===== src/rtl/kbd_pkg.sv =====
// rtl/kbd_pkg.sv - shared types and helpers for the 4x4 key matrix scanner
package kbd_pkg;

  localparam int NCOL = 4;
  localparam int NROW = 4;
  localparam int NKEY = NCOL * NROW;

  typedef logic [3:0] key_code_t;
  typedef logic [1:0] col_idx_t;

  // Committed (debounced) matrix state
  typedef enum logic [1:0] {
    ST_IDLE  = 2'd0,
    ST_KEY   = 2'd1,
    ST_MULTI = 2'd2
  } kstate_e;

  // Classification of one full scan frame
  typedef enum logic [1:0] {
    CLS_NONE   = 2'd0,
    CLS_SINGLE = 2'd1,
    CLS_MULTI  = 2'd2
  } cls_kind_e;

  // code is only meaningful for CLS_SINGLE and is forced to zero otherwise,
  // so two frames of the same class always compare equal.
  typedef struct packed {
    cls_kind_e kind;
    key_code_t code;
  } frame_cls_t;

  localparam frame_cls_t CLS_IDLE_VAL = '{kind: CLS_NONE, code: 4'd0};

  // Active-low column drive for column c
  function automatic logic [NCOL-1:0] col_drive(input col_idx_t c);
    col_drive = ~(NCOL'(1) << c);
  endfunction

  // pressed[k] = 1 means key k (row*NCOL+col) was seen low in this frame
  function automatic frame_cls_t classify(input logic [NKEY-1:0] pressed);
    int unsigned n;
    frame_cls_t  c;
    n      = 0;
    c.kind = CLS_NONE;
    c.code = '0;
    for (int k = 0; k < NKEY; k++) begin
      if (pressed[k]) begin
        n++;
        c.code = key_code_t'(k);
      end
    end
    if (n == 1) begin
      c.kind = CLS_SINGLE;
    end else if (n > 1) begin
      c.kind = CLS_MULTI;
      c.code = '0;
    end
    classify = c;
  endfunction

  function automatic kstate_e cls_to_state(input cls_kind_e kind);
    case (kind)
      CLS_SINGLE: cls_to_state = ST_KEY;
      CLS_MULTI:  cls_to_state = ST_MULTI;
      default:    cls_to_state = ST_IDLE;
    endcase
  endfunction

endpackage


===== src/rtl/sync_2ff.sv =====
// rtl/sync_2ff.sv - parameterized two-flop synchronizer
module sync_2ff #(
  parameter int               WIDTH     = 1,
  parameter logic [WIDTH-1:0] RESET_VAL = '0
) (
  input  logic             clk,
  input  logic             reset,
  input  logic [WIDTH-1:0] d_i,
  output logic [WIDTH-1:0] q_o
);

  logic [WIDTH-1:0] meta_q;
  logic [WIDTH-1:0] sync_q;

  // Two-stage capture of an asynchronous input bus
  always_ff @(posedge clk) begin
    if (reset) begin
      meta_q <= RESET_VAL;
      sync_q <= RESET_VAL;
    end else begin
      meta_q <= d_i;
      sync_q <= meta_q;
    end
  end

  assign q_o = sync_q;

endmodule


===== src/rtl/key_matrix_scanner.sv =====
// rtl/key_matrix_scanner.sv - 4x4 key matrix scan, debounce and press-event generator
module key_matrix_scanner
  import kbd_pkg::*;
#(
  parameter int SCAN_DIV        = 1000,
  parameter int DEBOUNCE_FRAMES = 4
) (
  input  logic       clk,
  input  logic       reset,
  output logic [3:0] btn_key_col,
  input  logic [3:0] btn_key_row,
  output logic [3:0] key_code,
  output logic       key_valid,
  input  logic       key_ready,
  output logic       key_down,
  output logic       key_multi,
  output logic       key_overrun
);

  localparam int                SLOT_W    = (SCAN_DIV > 1) ? $clog2(SCAN_DIV) : 1;
  localparam logic [SLOT_W-1:0] SLOT_LAST = SLOT_W'(SCAN_DIV - 1);
  localparam int                CNT_W     = $clog2(DEBOUNCE_FRAMES + 1);
  localparam logic [CNT_W-1:0]  CNT_MAX   = CNT_W'(DEBOUNCE_FRAMES);
  localparam col_idx_t          COL_LAST  = col_idx_t'(NCOL - 1);

  // Scan position
  logic [SLOT_W-1:0] slot_q;
  col_idx_t          col_q;
  logic [NCOL-1:0]   col_drv_q;

  // Frame accumulation and debounce
  logic [NROW-1:0]   row_sync;
  logic [NKEY-1:0]   acc_q, acc_d;
  frame_cls_t        prev_q, frame_cls;
  logic [CNT_W-1:0]  cnt_q, cnt_d;

  // Committed state and event register
  kstate_e           st_q, st_new;
  key_code_t         st_key_q;
  key_code_t         key_code_q;
  logic              key_valid_q;
  logic              key_overrun_q;
  logic              key_down_q;
  logic              key_multi_q;

  logic              slot_end;
  logic              frame_end;
  logic              commit;
  logic              press_evt;
  logic              handshake;

  // Rows idle high, so the synchronizer resets to "nothing pressed"
  sync_2ff #(
    .WIDTH     (NROW),
    .RESET_VAL ({NROW{1'b1}})
  ) u_row_sync (
    .clk   (clk),
    .reset (reset),
    .d_i   (btn_key_row),
    .q_o   (row_sync)
  );

  // Accumulator update, frame classification, debounce count and event decision
  always_comb begin
    slot_end  = (slot_q == SLOT_LAST);
    frame_end = slot_end && (col_q == COL_LAST);

    // The current column's rows are merged in before classifying, so the
    // frame-end cycle sees all 16 samples including column 3.
    acc_d = acc_q;
    for (int c = 0; c < NCOL; c++) begin
      if (col_q == col_idx_t'(c)) begin
        for (int r = 0; r < NROW; r++) begin
          acc_d[r*NCOL + c] = ~row_sync[r];
        end
      end
    end
    frame_cls = classify(acc_d);

    if (frame_cls == prev_q) begin
      cnt_d = (cnt_q == CNT_MAX) ? cnt_q : cnt_q + CNT_W'(1);
    end else begin
      cnt_d = CNT_W'(1);
    end

    // Committing again while saturated is harmless: events need a state change.
    commit    = frame_end && (cnt_d == CNT_MAX);
    st_new    = cls_to_state(frame_cls.kind);
    press_evt = commit && (st_new == ST_KEY) &&
                ((st_q == ST_IDLE) || ((st_q == ST_KEY) && (st_key_q != frame_cls.code)));
    handshake = key_valid_q && key_ready;
  end

  // Slot counter, column index and registered column drive
  always_ff @(posedge clk) begin
    if (reset) begin
      slot_q    <= '0;
      col_q     <= '0;
      col_drv_q <= col_drive(2'd0);
    end else if (slot_end) begin
      slot_q    <= '0;
      col_q     <= (col_q == COL_LAST) ? 2'd0 : col_q + 2'd1;
      col_drv_q <= col_drive((col_q == COL_LAST) ? 2'd0 : col_q + 2'd1);
    end else begin
      slot_q    <= slot_q + SLOT_W'(1);
    end
  end

  // Frame capture, debounce, committed state and single-entry event register
  always_ff @(posedge clk) begin
    if (reset) begin
      acc_q         <= '0;
      prev_q        <= CLS_IDLE_VAL;
      cnt_q         <= '0;
      st_q          <= ST_IDLE;
      st_key_q      <= '0;
      key_code_q    <= '0;
      key_valid_q   <= 1'b0;
      key_overrun_q <= 1'b0;
      key_down_q    <= 1'b0;
      key_multi_q   <= 1'b0;
    end else begin
      key_overrun_q <= 1'b0;

      if (slot_end) begin
        acc_q <= acc_d;
      end

      if (frame_end) begin
        prev_q <= frame_cls;
        cnt_q  <= cnt_d;
        if (commit) begin
          st_q        <= st_new;
          st_key_q    <= frame_cls.code;
          key_down_q  <= (st_new == ST_KEY);
          key_multi_q <= (st_new == ST_MULTI);
        end
      end

      if (press_evt) begin
        if (!key_valid_q || handshake) begin
          key_code_q  <= frame_cls.code;
          key_valid_q <= 1'b1;
        end else begin
          key_overrun_q <= 1'b1;
        end
      end else if (handshake) begin
        key_valid_q <= 1'b0;
      end
    end
  end

  assign btn_key_col = col_drv_q;
  assign key_code    = key_code_q;
  assign key_valid   = key_valid_q;
  assign key_down    = key_down_q;
  assign key_multi   = key_multi_q;
  assign key_overrun = key_overrun_q;

endmodule


===== config.mk =====
export PLATFORM = sky130hd
export DESIGN_NAME = key_matrix_scanner
export DESIGN_NICKNAME = d
export VERILOG_FILES = /design/src/rtl/kbd_pkg.sv /design/src/rtl/sync_2ff.sv /design/src/rtl/key_matrix_scanner.sv
export SDC_FILE = /design/constraint.sdc
export NUM_CORES = 1
export LEC_CHECK = 0
export BUFFER_PORTS_ARGS = -buffer_cell sky130_fd_sc_hd__buf_2
export CAP_MARGIN = 25
export CORE_ASPECT_RATIO = 0.5
export CORE_MARGIN = 2
export CORE_UTILIZATION = 37
export DETAILED_ROUTE_END_ITERATION = 8
export PLACE_DENSITY = 0.66
export SLEW_MARGIN = 40
export SYNTH_ARGS = -nofsm -noshare
export SYNTH_HDL_FRONTEND = slang
export SYNTH_SLANG_ARGS = --single-unit

===== constraint.sdc =====
create_clock -name clk -period 11.2 [get_ports clk]
set_input_delay 1.12 -clock clk [delete_from_list [all_inputs] [get_ports clk]]
set_output_delay 1.12 -clock clk [all_outputs]
set_load 0.02 [all_outputs]

==> flow_summary_export.csv <==
group,metric,value,unit
grt,gr-total-overflow,0,
logic_synthesis,yosysSeqAreaShare,0.2255,
drt,drt_drc_violations_left,0,
finish,number_of_diodes_added_for_antenna_fixing,0,
hold_path,hold_depth,1,
logic_synthesis,synth_area_leader_cell,"dfxtp_1",
logic_synthesis,mappedNetlistNets,735,
drt,route.final.wire_length,13510,um
finish,syn_to_final_growth,17.70,%
power,ir_worst_vdd,93.38,uV
logic_synthesis,synth_enable_flop_cells,0,
critical_path,crit_arrival,10900,ps
die,die_area,15680,um2
critical_path,critPathMaxStageDelay,550,ps
sta,layout_worst_path_cycle_share,0.9538,
logic_synthesis,syn-mean-instance-area,7.725,um2
clock_network,tritoncts,"done",
clock_network,cts-root-buf,"clkbuf_16",
drt,vias,5091,
grt,grt_start_max_net_pins,57,
die,fp-row-count,31,
critical_path,critPathLaunchType,"flop",
critical_path,worst-setup-path-type,"flop to flop",
drt,per_cell_via_count_in_the_routed_design,5.486,
sta,timing.final.setup_violations,0,
sta,maxClockFrequency,93.61,MHz
hold_path,worstHoldStart,"u_row_sync.meta_q[2]",
logic_synthesis,postSynthRegisterBits,61,
logic_synthesis,syn-instance-count,701,
finish,seq_area,1229,um2
finish,multiInputGateArea,4190,um2
grt,grt_util_all_layers,0.1703,
job,cap_violations,0,
drt,post_dr_wirelength_cell,14.55,um
power,p_per_area,92.37,nW/um2
sta,slew_headroom,0.4022,
die,die_height,89.55,um
logic_synthesis,synth_top_flop_cell,"dfxtp_1",
hold_path,hold_path_end,"u_row_sync.q_o[2]",
sta,timing.hold.ws,412.3,ps
sta,clock_skew,4.635,ps
critical_path,reg2reg_slack,520,ps
critical_path,r2r.worst_path.cells,56,
drt,drt_first_pass_iters,4,
critical_path,reg2reg_from,"col_q[0]",
logic_synthesis,syn_area,5415,um2
critical_path,endpoint_kind,"flop",
clock_network,cts_max_path_buffers,2,
logic_synthesis,synth.top_cells.by_count,"85 x nand2_1, 78 x nor2_1, 61 x dfxtp_1",
finish,finish.net_count,759,
grt,wire_length_of_the_first_global_routing_pass,21820,um
finish,fillerInstances,1389,
clock_network,path_clk_slew,50,ps
grt,first_global_vias,4665,
sta,finalWorstPathRequiredPeriod,10680,ps
sta,timing_worst_slew_pin_value,890.7,ps
placement,dp_hpwl,9829,um
finish,post_route_cells_drive_above_1_share,0.1890,
placement,numPortBuffers,18,
logic_synthesis,synth-warning-count,0,
clock_network,worst_skew_pair.late_latency,330,ps
die,die_w,175.1,um
logic_synthesis,synth.top_cells.by_area,"dfxtp_1 23%, xnor2_1 6.3%, ha_1 6.2%, nand2_1 5.9%, nor2_1 5.4%",
logic_synthesis,ys_async_sr_fraction,0,
drt,count_of_routing_violations_after_the_opening_detailed_route_iteration,254,
sta,final-hold-violation-count,0,
drt,ant_nets,0,
critical_path,timing.critical_path.slowest_stage_cell,"or4_4",
clock_network,h-tree-depth,3,
hold_path,hp-class,"flop to flop",
finish,post-route-util,0.4429,
power,power.leakage,2.384,nW
die,ios,19,
placement,routabilityCongestion,0.8937,
clock_network,cts.sink_count,61,
logic_synthesis,most_frequent_cell_after_synthesis,"nand2_1",
sta,drv_slew,0,
critical_path,timing.rr.end,"key_code[3]",
critical_path,required_time_of_the_worst_setup_path,11410,ps
logic_synthesis,synth.distinct_cells,91,
clock_network,cts_made_buffers,9,
critical_path,cp_dominant_cell_by_count,"ha_1",
die,floorplan.core_area,14390,um2
grt,grt_antenna_before_repair,0,
die,floorplan.initialDensity,0.3763,
logic_synthesis,post-synth-top-area-fraction,0.2255,
status,status,"completed",
critical_path,path_max_fanout,7,
## sequential cells by signal, indices dropped and copies added (netlist names)
register           count
st_key_q               4
btn_key_col            4
key_valid              1
cnt_q                  3
col_q                  2
u_row_sync.meta_q      4
key_overrun            1
u_row_sync.q_o         4
slot_q                10
st_q                   2
key_code               4
acc_q                 16
prev_q                 6
## logic make-up after synthesis
logic type / synth area share
AOI/OAI and AO/OA: 0.2278
buffers and inverters: 0.04159
muxes: 0.02888
and+or+nand+nor: 0.2937
DFF: 0.2255
adders and majority gates: 0.06238
xor gates and xnor gates: 0.1201
## worst max-delay path, delay by kind of cell (launching register included)
| family | cells | cell delay [ps] |
|---|---|---|
| simple gates | 17 | 2600 |
| compound gates | 18 | 2670 |
| mux | 3 | 790 |
| buf+inv | 4 | 400 |
| flops | 1 | 370 |
| fa+ha+maj | 14 | 3740 |
## layout by cell type (no fill, tap or decap), drive strengths merged, types with 3 or more instances in the layout
| cell | instances |
|---|---|
| nor4 | 5 |
| o21a | 3 |
| nand2 | 87 |
| o32ai | 3 |
| o21ai | 34 |
| buf | 42 |
| nand4 | 5 |
| a21o | 8 |
| or3 | 7 |
| xor2 | 15 |
| nor2b | 8 |
| ha | 27 |
| nor2 | 78 |
| a2111oi | 4 |
| mux2 | 5 |
| xnor2 | 41 |
| nor3b | 5 |
| nand2b | 10 |
| and4 | 3 |
| and3 | 16 |
| inv | 22 |
| dfxtp | 61 |
| bufinv | 3 |
| a31oi | 9 |
| a21oi | 53 |
| o211ai | 8 |
| o22ai | 4 |
| or2 | 11 |
| o21bai | 3 |
| a211o | 6 |
| mux2i | 10 |
| a211oi | 9 |
| or4 | 3 |
| clkbuf | 10 |
| nand3 | 28 |
| xnor3 | 4 |
| nand3b | 6 |
| nor3 | 27 |
| and2 | 11 |
| o2111ai | 3 |
## worst max path at each step
stage                         from           to  slack, ps  depth (start not counted)
after floorplan           col_q[0]  key_code[1]         10                         60
after global placement    col_q[0]  key_code[3]        200                         56
after detailed placement  col_q[0]  key_code[3]       -180                         56
after CTS                 col_q[1]  key_code[3]          3                         58
after global routing      col_q[0]  key_code[3]        -70                         56
final                     col_q[0]  key_code[3]        520                         56
## per-layer routing
metal / routed length (um) / global-route usage
met5: 0 / 0
met4: 213 / 0.05455
met3: 364 / 0.02338
met2: 6423 / 0.3043
met1: 6505 / 0.2168
## what timing repair did
item | in CTS | in global routing
pin swaps | 0 | 8
cloned | 0 | 0
resized for setup | 7 | 37
buffers inserted | 0 | 5
endpoints found under the hold margin | 0 | 0
setup endpoints to repair | 3 | 21
hold buffers | 0 | 0
## power breakdown
part           leakage, nW  total, mW  internal, mW  switching, mW
sequential           0.495      0.221         0.219        0.00236
combinational         1.72     0.0479        0.0195         0.0284
clock                0.165      0.319         0.223         0.0969
total                 2.38      0.589         0.461          0.128
## cell type report
type | instances | share of cell area
sequential | 61 | 0.1928
tap | 198 | 0.03887
inverter | 22 | 0.01335
clock inverter | 6 | 0.01728
clock buffer | 10 | 0.03750
timing repair buffer | 42 | 0.04280
multi-input combinational | 589 | 0.6574
## per-stage QoR
| stage | cells | total power [mW] | setup TNS (ps) | worst slack (ps) | instance area (um2) |
|---|---|---|---|---|---|
| final | 928 | 0.5887 | 0 | 517.9 | 6374 |
| after detailed placement | 907 | 0.2693 | -338.4 | -175.4 | 5779 |
| after global routing | 928 | 0.6085 | -109.7 | -67.29 | 6374 |
| after CTS | 923 | 0.5903 | 0 | 2.592 | 6155 |
| after floorplan | 701 | 0.2601 | 0 | 11.47 | 5435 |
| after global placement | 907 | 0.2690 | 0 | 204.1 | 5776 |
Power figures use the tool's default switching activity.
